--- src/rtl/motoro3_pkg.sv ---
// Shared types and constants for the 12-step sine PWM step sequencer.
// Holds the FSM encoding, the step/split limits and the split-count decode.
package motoro3_pkg;

  typedef enum logic {
    ST_IDLE = 1'b0,
    ST_RUN  = 1'b1
  } state_e;

  localparam logic [3:0] STEP_LAST       = 4'd11;
  localparam logic [1:0] SPLIT_FIRST     = 2'd3;
  localparam logic [3:0] HALF_SPLIT_STEP = 4'd5;

  // The split index counts down from SPLIT_FIRST to this value: 1, 2 or 4 splits.
  function automatic logic [1:0] split_end_decode(input logic [1:0] split_max);
    logic [1:0] split_end;
    case (split_max)
      2'd0:    split_end = 2'd3;
      2'd1:    split_end = 2'd2;
      default: split_end = 2'd0;
    endcase
    return split_end;
  endfunction

endpackage

--- src/rtl/motoro3_pwm_duty_scaler.sv ---
// Scales the sine length into a duty count once per sub-period and compares
// the running sub-period counter against it.
module motoro3_pwm_duty_scaler #(
  parameter int CNT_W = 16
) (
  input  logic             clk,
  input  logic             rst,
  input  logic             load,
  input  logic [15:0]      sl_len,
  input  logic [CNT_W-1:0] period,
  input  logic [CNT_W-1:0] cnt,
  output logic             active
);

  logic [CNT_W+15:0] product;
  logic [CNT_W-1:0]  duty_d;
  logic [CNT_W-1:0]  duty_q;

  // NOTE: every signal written in always_comb gets a value on every path,
  // starting with a default, so no latch is inferred.
  always_comb begin
    product = {{CNT_W{1'b0}}, sl_len} * {16'd0, period};
    duty_d  = duty_q;
    if (load) begin
      duty_d = product[CNT_W+15:16];
    end
  end

  // NOTE: sequential state uses non-blocking assignments only, so every flop
  // samples values from before the edge regardless of block ordering.
  always_ff @(posedge clk) begin
    if (rst) begin
      duty_q <= '0;
    end else begin
      duty_q <= duty_d;
    end
  end

  // cnt 0 is always low, so the high time is exactly duty clocks.
  assign active = (cnt != '0) && (cnt <= duty_q);

endmodule

--- src/rtl/motoro3_sine_pwm_step_sequencer.sv ---
// Walks the 12-step sine lookup address (step, split) and emits one PWM pulse
// per sub-period on the positive (steps 0-5) or negative (steps 6-11) output.
module motoro3_sine_pwm_step_sequencer
  import motoro3_pkg::*;
#(
  parameter int CNT_W      = 16,
  parameter int MIN_PERIOD = 2
) (
  input  logic             clk,
  input  logic             rst,
  input  logic             en,
  input  logic [1:0]       m3r_stepSplitMax,
  input  logic [CNT_W-1:0] m3r_pwmPeriod,
  input  logic [15:0]      slLen,
  output logic [3:0]       lcStep,
  output logic [1:0]       m3LpwmSplitStep,
  output logic             pwmP,
  output logic             pwmN,
  output logic             stepEnd,
  output logic             cycleEnd,
  output logic             busy
);

  state_e           state_q, state_d;
  logic [3:0]       step_q, step_d;
  logic [1:0]       split_q, split_d;
  logic [1:0]       split_end_q, split_end_d;
  logic [CNT_W-1:0] cnt_q, cnt_d;
  logic [CNT_W-1:0] period_q, period_d;

  logic [CNT_W-1:0] period_clamped;
  logic             run;
  logic             sub_last;
  logic             last_split;
  logic             step_done;
  logic             cycle_done;
  logic             active;

  assign period_clamped = (m3r_pwmPeriod < CNT_W'(MIN_PERIOD)) ? CNT_W'(MIN_PERIOD)
                                                                : m3r_pwmPeriod;
  assign run        = (state_q == ST_RUN);
  assign sub_last   = run && (cnt_q == period_q - CNT_W'(1));
  assign last_split = (split_q == split_end_q);
  assign step_done  = sub_last && last_split;
  assign cycle_done = step_done && (step_q == STEP_LAST);

  always_comb begin
    state_d     = state_q;
    step_d      = step_q;
    split_d     = split_q;
    split_end_d = split_end_q;
    cnt_d       = cnt_q;
    period_d    = period_q;
    case (state_q)
      ST_IDLE: begin
        if (en) begin
          state_d     = ST_RUN;
          period_d    = period_clamped;
          split_end_d = split_end_decode(m3r_stepSplitMax);
          cnt_d       = '0;
          step_d      = '0;
          split_d     = SPLIT_FIRST;
        end
      end
      ST_RUN: begin
        if (sub_last) begin
          cnt_d = '0;
          if (last_split) begin
            // Split count is only re-read at a step boundary, period only at a cycle boundary.
            split_d     = SPLIT_FIRST;
            split_end_d = split_end_decode(m3r_stepSplitMax);
            step_d      = (step_q == STEP_LAST) ? 4'd0 : step_q + 4'd1;
            if (step_q == STEP_LAST) begin
              period_d = period_clamped;
            end
          end else begin
            split_d = split_q - 2'd1;
          end
          if (!en) begin
            state_d = ST_IDLE;
            step_d  = '0;
            split_d = SPLIT_FIRST;
          end
        end else begin
          cnt_d = cnt_q + CNT_W'(1);
        end
      end
      default: state_d = ST_IDLE;
    endcase
  end

  always_ff @(posedge clk) begin
    if (rst) begin
      state_q     <= ST_IDLE;
      step_q      <= '0;
      split_q     <= SPLIT_FIRST;
      split_end_q <= SPLIT_FIRST;
      cnt_q       <= '0;
      period_q    <= CNT_W'(MIN_PERIOD);
    end else begin
      state_q     <= state_d;
      step_q      <= step_d;
      split_q     <= split_d;
      split_end_q <= split_end_d;
      cnt_q       <= cnt_d;
      period_q    <= period_d;
    end
  end

  // Duty is captured on the cnt==0 edge from the lookup of the current address.
  motoro3_pwm_duty_scaler #(
    .CNT_W (CNT_W)
  ) u_duty_scaler (
    .clk    (clk),
    .rst    (rst),
    .load   (run && (cnt_q == '0)),
    .sl_len (slLen),
    .period (period_q),
    .cnt    (cnt_q),
    .active (active)
  );

  assign lcStep          = step_q;
  assign m3LpwmSplitStep = split_q;
  assign pwmP            = run && active && (step_q <= HALF_SPLIT_STEP);
  assign pwmN            = run && active && (step_q > HALF_SPLIT_STEP);
  assign stepEnd         = step_done;
  assign cycleEnd        = cycle_done;
  assign busy            = run;

endmodule

--- config.mk ---
export PLATFORM = sky130hd
export DESIGN_NAME = motoro3_sine_pwm_step_sequencer
export DESIGN_NICKNAME = d
export VERILOG_FILES = /design/src/rtl/motoro3_pkg.sv /design/src/rtl/motoro3_pwm_duty_scaler.sv /design/src/rtl/motoro3_sine_pwm_step_sequencer.sv
export SDC_FILE = /design/constraint.sdc
export NUM_CORES = 1
export LEC_CHECK = 0
export CAP_MARGIN = 20
export CELL_PAD_IN_SITES_DETAIL_PLACEMENT = 0
export CELL_PAD_IN_SITES_GLOBAL_PLACEMENT = 1
export CORE_ASPECT_RATIO = 0.5
export CORE_MARGIN = 5
export CORE_UTILIZATION = 53
export CTS_BUF_LIST = sky130_fd_sc_hd__clkbuf_4 sky130_fd_sc_hd__clkbuf_8 sky130_fd_sc_hd__clkbuf_16
export DETAILED_ROUTE_END_ITERATION = 8
export PLACE_DENSITY_LB_ADDON = 0.08
export RECOVER_POWER = 50
export SLEW_MARGIN = 0
export SYNTH_ARGS = -nofsm -noshare
export SYNTH_HDL_FRONTEND = slang
export SYNTH_SLANG_ARGS = --single-unit
export TNS_END_PERCENT = 1
--- constraint.sdc ---
create_clock -name clk -period 21.6 [get_ports clk]
set_input_delay 4.32 -clock clk [delete_from_list [all_inputs] [get_ports clk]]
set_output_delay 4.32 -clock clk [all_outputs]
set_load 0.01 [all_outputs]
# After elaboration in Yosys (flattened, before gate mapping)
# Index checks and enable logic that the tools add are counted.
# totals
n_memories	0
in_bits	37
register_bits	57
latch_bits	0
rom_bits	0
mem_bits_rw	0
out_inout_bits	11
elab_cells	69
# classes
n_bitwise	1
n_addsub	4
mul	1
n_div	0
n_mux	28
order_cmp	4
n_eq_ne	9
reduce_logical	15
n_shift	0
# op_table
operator	count
$mux 16	7
$pmux 16 s2	2
$mul 16x16->32	1
$mux 4	5
$add 16x1->16 const B	1
$eq 16x16->1	1
$le 16x16->1	1
$logic_not 16->1	1
$lt 16x2->1 const B	1
$reduce_bool 16->1	1
$sub 16x1->16 const B	1
$mux 2	7
$pmux 2 s2	3
$logic_and 1x1->1	8
$pmux 4 s2	1
$ne 2x1->1 const B	3
$reduce_and 3->1	2
$add 4x1->4 const B	1
$eq 4x4->1 const B	1
$gt 4x3->1 const B	1
$le 4x3->1 const B	1
$reduce_and 4->1	1
$ne 3x2->1 const B	1
$eq 2x1->1 const B	1
8 further kinds	9

# Logic depth before layout (Yosys ltp)
# Gate-level depths: netlist (run 1).
# depth
word_depth	6
ltp_mapped	24
depth_no_buf	22

# Hierarchy
# Synthesis (run 1) repeated with hierarchy kept, for this count alone.
# unflattened
hier_cells	1433
area_unflattened_um2	12106.6
# modules_own_cells
module	area_each_um2	seq_area_each_um2	instances	cells_per_inst
motoro3_pwm_duty_scaler	9359.0	320.3	1	1101
motoro3_sine_pwm_step_sequencer	2747.6	820.8	1	332

# Worst setup path before layout (run 1)
# OpenSTA, ideal clock, no wires.
# synth_timing
path_type	input-to-reg
start	in slLen[10]
end	reg u_duty_scaler.duty_q[13]
setup_slack_ns	11.693
n_path_buf	1
cell_stages	20
setup_ns	0.106
required_time_ns	21.494
arrival_time_ns	9.801
cell_sequence	clkbuf_1 nand2_1 fa_1 fa_1 fa_1 fa_1 inv_1 fa_1 inv_1 fa_1 inv_1 ha_1 nand4_1 nor3_1 nand3_1 a211o_1 a211oi_1 o21ai_0 a2111o_1 o311ai_0
# synth_via
elab_chain_cells	1
# synth_lines
item	line	text
start, declared	motoro3_sine_pwm_step_sequencer.sv:14	input logic [15:0] slLen,
$mul 16x16->32	motoro3_pwm_duty_scaler.sv:22	product = {{CNT_W{1'b0}}, sl_len} * {16'd0, period};
end signal, assigned	motoro3_pwm_duty_scaler.sv:35	duty_q <= duty_d;
end, declared	motoro3_pwm_duty_scaler.sv:17	logic [CNT_W-1:0] duty_q;
# Every way passes these cells.
# A chain may end at the register's enable or synchronous reset.

# Worst setup path in the final report (run 1)
# layout_timing
start	in slLen[6]
end	reg u_duty_scaler.duty_q[13]
# Same word-level chain as after synthesis.

==> run_results.csv, run 1 <==
group,metric,value,unit
critical_path,path_common_cell,"fa_1",
synthesis,yosys-top-cells-area,"fa_1 33%, ha_1 13%, dfxtp_1 9.8%",
critical_path,worstPathRequired,21.79,ns
critical_path,critical_path.endpoint_type,"register",
place,numPortBuffers,47,
global_routing,use_met2,44.08,%
global_routing,grt_pass1_wl,50.98,mm
die,num_rows,38,
synthesis,syn_area,11690,um2
sta,timing.fmax,0.09020,GHz
layout,area_delta_synth_final,8.051,%
layout,nFillCells,1977,
route,drtIter0Drc,578,
critical_path,crit_chain,"clkdlybuf4s50_1 -> and2_1 -> fa_1 -> inv_1 -> fa_1 -> fa_1 -> fa_1 -> inv_1 -> fa_1 -> inv_1 -> fa_1 -> inv_1 -> ha_1 -> nand4_1 -> nor3_1 -> nand3_1 -> a211o_1 -> a211oi_1 -> o21ai_0 -> a2111o_1 -> o311ai_0",
route,drc_errors,0,
synthesis,yosysMostFrequentCell,"inv_1",
route,antenna_left,0,
sta,rsz0062_at_grt,"no",
global_routing,gr-max-usage-layer,"met2",
global_routing,antenna_found_initial,0,
synthesis,ys_ff_latch,57,
sta,slew_headroom,-45.39,%
sta,setup_viol,0,
layout,multi_input_area,9273,um2
critical_path,cp_max_fo,16,
synthesis,synth.avg_cell_area,8.365,um2
critical_path,cp.arrival,11.28,ns
synthesis,yosys.cell_types.count,67,
die,io-pin-count,48,
outcome,violations,"capacitance limit, slew limit",
critical_path,crit_slowest_cell,"clkdlybuf4s50_1",
synthesis,yosysSeqAreaShare,9.764,%
place,place.detailed.hpwl,23.15,mm
global_routing,grt_max_degree,49,
route,avgViaCountPerCell,5.581,
sta,fin_tns_setup,0,ns
clock_tree,cts_tree,"done",
synthesis,async_flop_share,0,%
min_path,hold_class,"register to register",
sta,skew,0.009597,ns
layout,diodes,0,
synthesis,synth_ff_type,"dfxtp_1",
global_routing,overflow,0,
sta,maxSlewViolCount,49,
critical_path,critPathLaunchType,"input port",
sta,worst_slew_pin_slew,2.181,ns
clock_tree,clockRootBuffer,"clkbuf_16",
job,cap_violations,1,
sta,layout_min_cycle_time,11.09,ns
power_and_ir_drop,ir_worst_vdd,0.00003791,V
clock_tree,h-tree-depth,3,
critical_path,path_class,"input port to register",
die,die_x,220.0,um
sta,fin_crit_sh,51.33,%
power_and_ir_drop,power.leakage,0.006085,uW
synthesis,synth_edf_count,0,
route,wl_per_cell,17.60,um
clock_tree,clock_tree.buffer_depth,2,
clock_tree,cts_hold_buf,0,
synthesis,synth_top_area_cell,"fa_1",
synthesis,postSynthCellCount,1397,
clock_tree,post_cts_buffers,0,
die,dieArea,25300,um2
synthesis,synth_top_area_share,33.06,%
synthesis,synth_common_cells,"261 x inv_1, 203 x nand2_1, 193 x fa_1",
route,via_count,9477,
layout,post-route-util,58.24,%
layout,seq_area,1141,um2
die,coreArea,21680,um2
die,start_util,53.90,%
outcome,status,"finished with violations",
global_routing,grt_pass1_vias,10060,
route,wl,29.88,mm
die,die_h,115,um
global_routing,grtUsageMet3,2.657,%
critical_path,critPathMaxStageDelay,0.84,ns
clock_tree,cts.repair.resized,0,
place,gp_congestion,0.9175,
route,firstDrtPassIters,5,
global_routing,track_usage,25.07,%
synthesis,ys_warn_count,0,
layout,nets,1748,
layout,drive_gt1_share,3.219,%
clock_tree,clock_sinks,57,
clock_tree,clk_latency,0.33,ns
clock_tree,cts.clk_slew.worst_paths,0.05,ns
global_routing,use_met1,34.18,%
sta,hold_viol,0,
synthesis,synth_nets,1750,
power_and_ir_drop,power.density,53.83,nW/um2
clock_tree,numCtsBuffers,9,
critical path: cells and delay by family:
family / cells / cell delay [ns]
and+or+nand+nor: 4 / 0.90
adders and majority gates: 7 / 3.31
AOI/OAI and AO/OA: 5 / 1.71
buffers and inverters: 5 / 1.03
cell families after synthesis:
logic type,share of synthesized area (%)
DFF,9.764
muxes,0.5246
AOI/OAI and AO/OA,8.962
buffers and inverters,10.89
xor gates and xnor gates,2.174
adders and majority gates,46.23
and+or+nand+nor,21.46
per-stage QoR:
step                hold WS (ns)  instances  instance area (um2)  setup WS (ns)  power [uW]
detailed placement        0.4507       1683                12350          10.27       547.9
finish                    0.4575       1698                12630          10.51       679.8
CTS                       0.4614       1697                12630          10.60       687.3
floorplan                 0.4318       1397                11690          11.69       431.5
global route              0.4801       1698                12630          10.16       753.8
global placement          0.4427       1683                12350          10.44       539.2
final timing paths:
kind	end	cells after the start	slack, ns	from
min reg2reg	u_duty_scaler.duty_q[12]	2	0.46	u_duty_scaler.duty_q[12]
min	u_duty_scaler.duty_q[12]	2	0.46	u_duty_scaler.duty_q[12]
max	u_duty_scaler.duty_q[13]	21	10.51	slLen[6]
max reg2reg	u_duty_scaler.duty_q[13]	20	14.53	period_q[4]
power by group:
| group | internal [uW] | switching [uW] |
|---|---|---|
| registers | 114 | 10.8 |
| clock network | 85.5 | 48.2 |
| logic | 173 | 248 |
| total | 372 | 307 |
state kept, by name, indices dropped and copies added (netlist names):
signal and flops:
cnt_q 16, split_end_q 2, u_duty_scaler.duty_q 16, busy 1, lcStep 4, m3LpwmSplitStep 2, period_q 16
layout by cell type (no fill, tap or decap), types with 6 or more instances in the layout:
cell type        count
nand4_1             13
nor3_1              20
dfxtp_1             57
clkdlybuf4s50_1     38
a21oi_1             40
nor4b_1              8
dlygate4sd3_1        8
xor2_1               8
buf_4               13
o311ai_0            10
o21a_1               6
a21o_1               9
ha_1               123
xnor2_1             21
nand2_1            203
nor2b_1              6
and2_1             115
a211oi_1            11
o21ai_0             44
inv_1              261
nand3_1             40
a31oi_1              8
clkbuf_16            9
nor2_1              30
fa_1               193
nor4_1               9
and3_1               9
area by class of cell:
| cell class | count | area share, % |
|---|---|---|
| flip-flops and latches | 57 | 9.037 |
| inverters | 263 | 7.818 |
| clock buffers | 12 | 2.111 |
| well taps | 300 | 2.973 |
| clock inverters | 2 | 0.1090 |
| repair buffers | 62 | 4.518 |
| multi-input cells | 1002 | 73.43 |
metal layers:
layer	wire, um	share of wire [%]
met1	13860	46
met2	14630	49
met3	1017	3.4
met4	380	1.3
met5	0	0
(Power assumes the default switching activity.)
==> run 2: changes to the inputs <==
- CORE_UTILIZATION: 53 -> 44
- clock period: 21.6 -> 9.4 ns (I/O delays scaled with it)
==> run 2 against run 1 <==
  * The run now ends clean
  * Highest routed layer unchanged
  * Wire length is 5.0% higher
  * Total power is 130% higher
  * Non-clock buffer count is 16 higher
  * Count of clock-buffer cells in the layout is 1 lower
  * First-iteration DRC count is 2.1% lower
==> run_results.csv, run 2 (same netlist as run 1, synthesis figures left out) <==
group,metric,value,unit
outcome,status,"finished clean",
power_and_ir_drop,power.density,124.2,nW/um2
layout,area_delta_synth_final,9.358,%
sta,fin_crit_sh,90.17,%
place,gp_congestion,0.8518,
min_path,min_to,"u_duty_scaler.duty_q[2]",
place,post-place-ws,0.5270,ns
sta,hold_viol,0,
route,wl,31.37,mm
route,via_count,9421,
clock_tree,clk_latency,0.33,ns
route,antenna_left,0,
sta,rsz0062_at_grt,"no",
global_routing,antenna_found_initial,1,
route,avgViaCountPerCell,5.332,
sta,fin_tns_setup,0,ns
clock_tree,h-tree-depth,3,
critical_path,worstPathRequired,9.63,ns
clock_tree,post_cts_buffers,0,
critical_path,cp.arrival,8.71,ns
die,die_h,125.2,um
critical_path,critPathLaunchType,"input port",
global_routing,track_usage,21.46,%
sta,layout_min_cycle_time,8.476,ns
die,dieArea,30120,um2
sta,worst_slew_pin_slew,1.226,ns
power_and_ir_drop,power.leakage,0.006163,uW
clock_tree,cts.clk_slew.worst_paths,0.05,ns
sta,maxSlewViolCount,0,
critical_path,regToRegStartpoint,"period_q[2]",
sta,setup_viol,0,
layout,nFillCells,2617,
clock_tree,clock_tree.buffer_depth,2,
place,numPortBuffers,47,
layout,post-route-util,48.64,%
critical_path,critical_path.endpoint_type,"register",
layout,drive_gt1_share,3.958,%
global_routing,grt_max_degree,49,
layout,seq_area,1141,um2
critical_path,cp_max_fo,16,
die,num_rows,42,
min_path,hold_class,"register to register",
min_path,hold_start,"u_duty_scaler.duty_q[2]",
layout,largestRegisters,"cnt_q: 16 flops, period_q: 16 flops, u_duty_scaler.duty_q: 16 flops",
route,wl_per_cell,17.75,um
layout,nets,1764,
min_path,worstHoldPathCells,2,
global_routing,grt_pass1_vias,9777,
sta,slew_headroom,17.54,%
clock_tree,cts_hold_buf,0,
clock_tree,numCtsBuffers,9,
clock_tree,clockRootBuffer,"clkbuf_16",
die,io-pin-count,48,
layout,final_common_cell,"inv_1",
route,firstDrtPassIters,4,
clock_tree,cts.repair.resized,0,
global_routing,overflow,0,
critical_path,r2r-end,"u_duty_scaler.duty_q[14]",
power_and_ir_drop,ir_worst_vdd,0.0001078,V
critical_path,path_class,"input port to register",
sta,setup_ws,0.9237,ns
critical_path,r2r_slack,2.10,ns
layout,multi_input_area,9235,um2
clock_tree,clock_sinks,57,
layout,diodes,0,
clock_tree,cts_tree,"done",
route,drtIter0Drc,566,
layout,final_cell_mix,"262 x inv_1, 203 x nand2_1, 193 x fa_1, 123 x ha_1, 115 x and2_1",
die,coreArea,26280,um2
die,start_util,44.48,%
job,cap_violations,0,
die,die_x,240.5,um
critical_path,r2r_cells,20,
global_routing,grt_pass1_wl,52.32,mm
place,place.detailed.hpwl,24.99,mm
sta,timing.fmax,0.1180,GHz
route,drc_errors,0,
sta,skew,0.01160,ns
[run 2: changes by cell type in the layout (fill, tap and decap cells not counted), moves of 2 or more]
cell / before / now
clkbuf_4: 0 / 2
buf_4: 13 / 29
clkbuf_8: 3 / 0
clkinv_2: 1 / 3
[run 2: area by class of cell]
type / instances / area share, %
inverters: 263 / 7.725
clock buffers: 11 / 1.880
repair buffers: 78 / 5.404
well taps: 352 / 3.446
flip-flops and latches: 57 / 8.929
multi-input cells: 1002 / 72.26
clock inverters: 4 / 0.3525
[run 2: power breakdown]
group	leakage, uW	switching [uW]	internal [uW]
registers	0.000464	20.6	261
logic	0.00555	589	397
clock network	0.000146	111	208
total	0.00616	721	866
[run 2: metal layers]
layer	track usage [%]	vias to the layer above	part of all wire (%)
li1	-	4456	-
met1	30.42	4767	47
met2	36.36	166	48
met3	1.606	32	3.0
met4	4.533	0	1.3
met5	0	-	0
[run 2: worst max path at each step]
| stage | start | slack (ns) | to | cells past startpoint |
|---|---|---|---|---|
| final | slLen[6] | 0.92 | u_duty_scaler.duty_q[14] | 19 |
| after global routing | slLen[8] | 0.59 | u_duty_scaler.duty_q[13] | 21 |
| after CTS | slLen[6] | 0.85 | u_duty_scaler.duty_q[14] | 19 |
| after detailed placement | slLen[6] | 0.53 | u_duty_scaler.duty_q[14] | 19 |
| after global placement | slLen[6] | 0.62 | u_duty_scaler.duty_q[14] | 19 |
| after floorplan | slLen[10] | 1.93 | u_duty_scaler.duty_q[13] | 20 |
[run 2: metrics by stage]
stage,std cells,power (uW),instance area [um2],hold slack (ns)
floorplan,1397,991.5,11690,0.4318
finish,1767,1587,12780,0.4555
global placement,1751,1282,12530,0.4450
detailed placement,1751,1285,12530,0.4449
CTS,1766,1618,12820,0.4556
global route,1767,1766,12780,0.4809
[run 2: worst max-delay path, cell delays in order]
cell             delay, ns
clkdlybuf4s50_1       0.80
and2_1                0.38
fa_1                  0.49
fa_1                  0.55
fa_1                  0.57
fa_1                  0.53
fa_1                  0.56
inv_1                 0.06
fa_1                  0.52
inv_1                 0.04
ha_1                  0.33
nand2_1               0.21
nor2_1                0.09
a211oi_1              0.38
and2_1                0.27
a211oi_1              0.14
o211a_1               0.30
or4_1                 0.50
o311ai_0              0.09
==> run 3: changes to the inputs <==
- GPL_ROUTABILITY_DRIVEN: not set -> 0
==> results of run 3 <==
Final layout, timing and power as in run 2 (identical DEF).
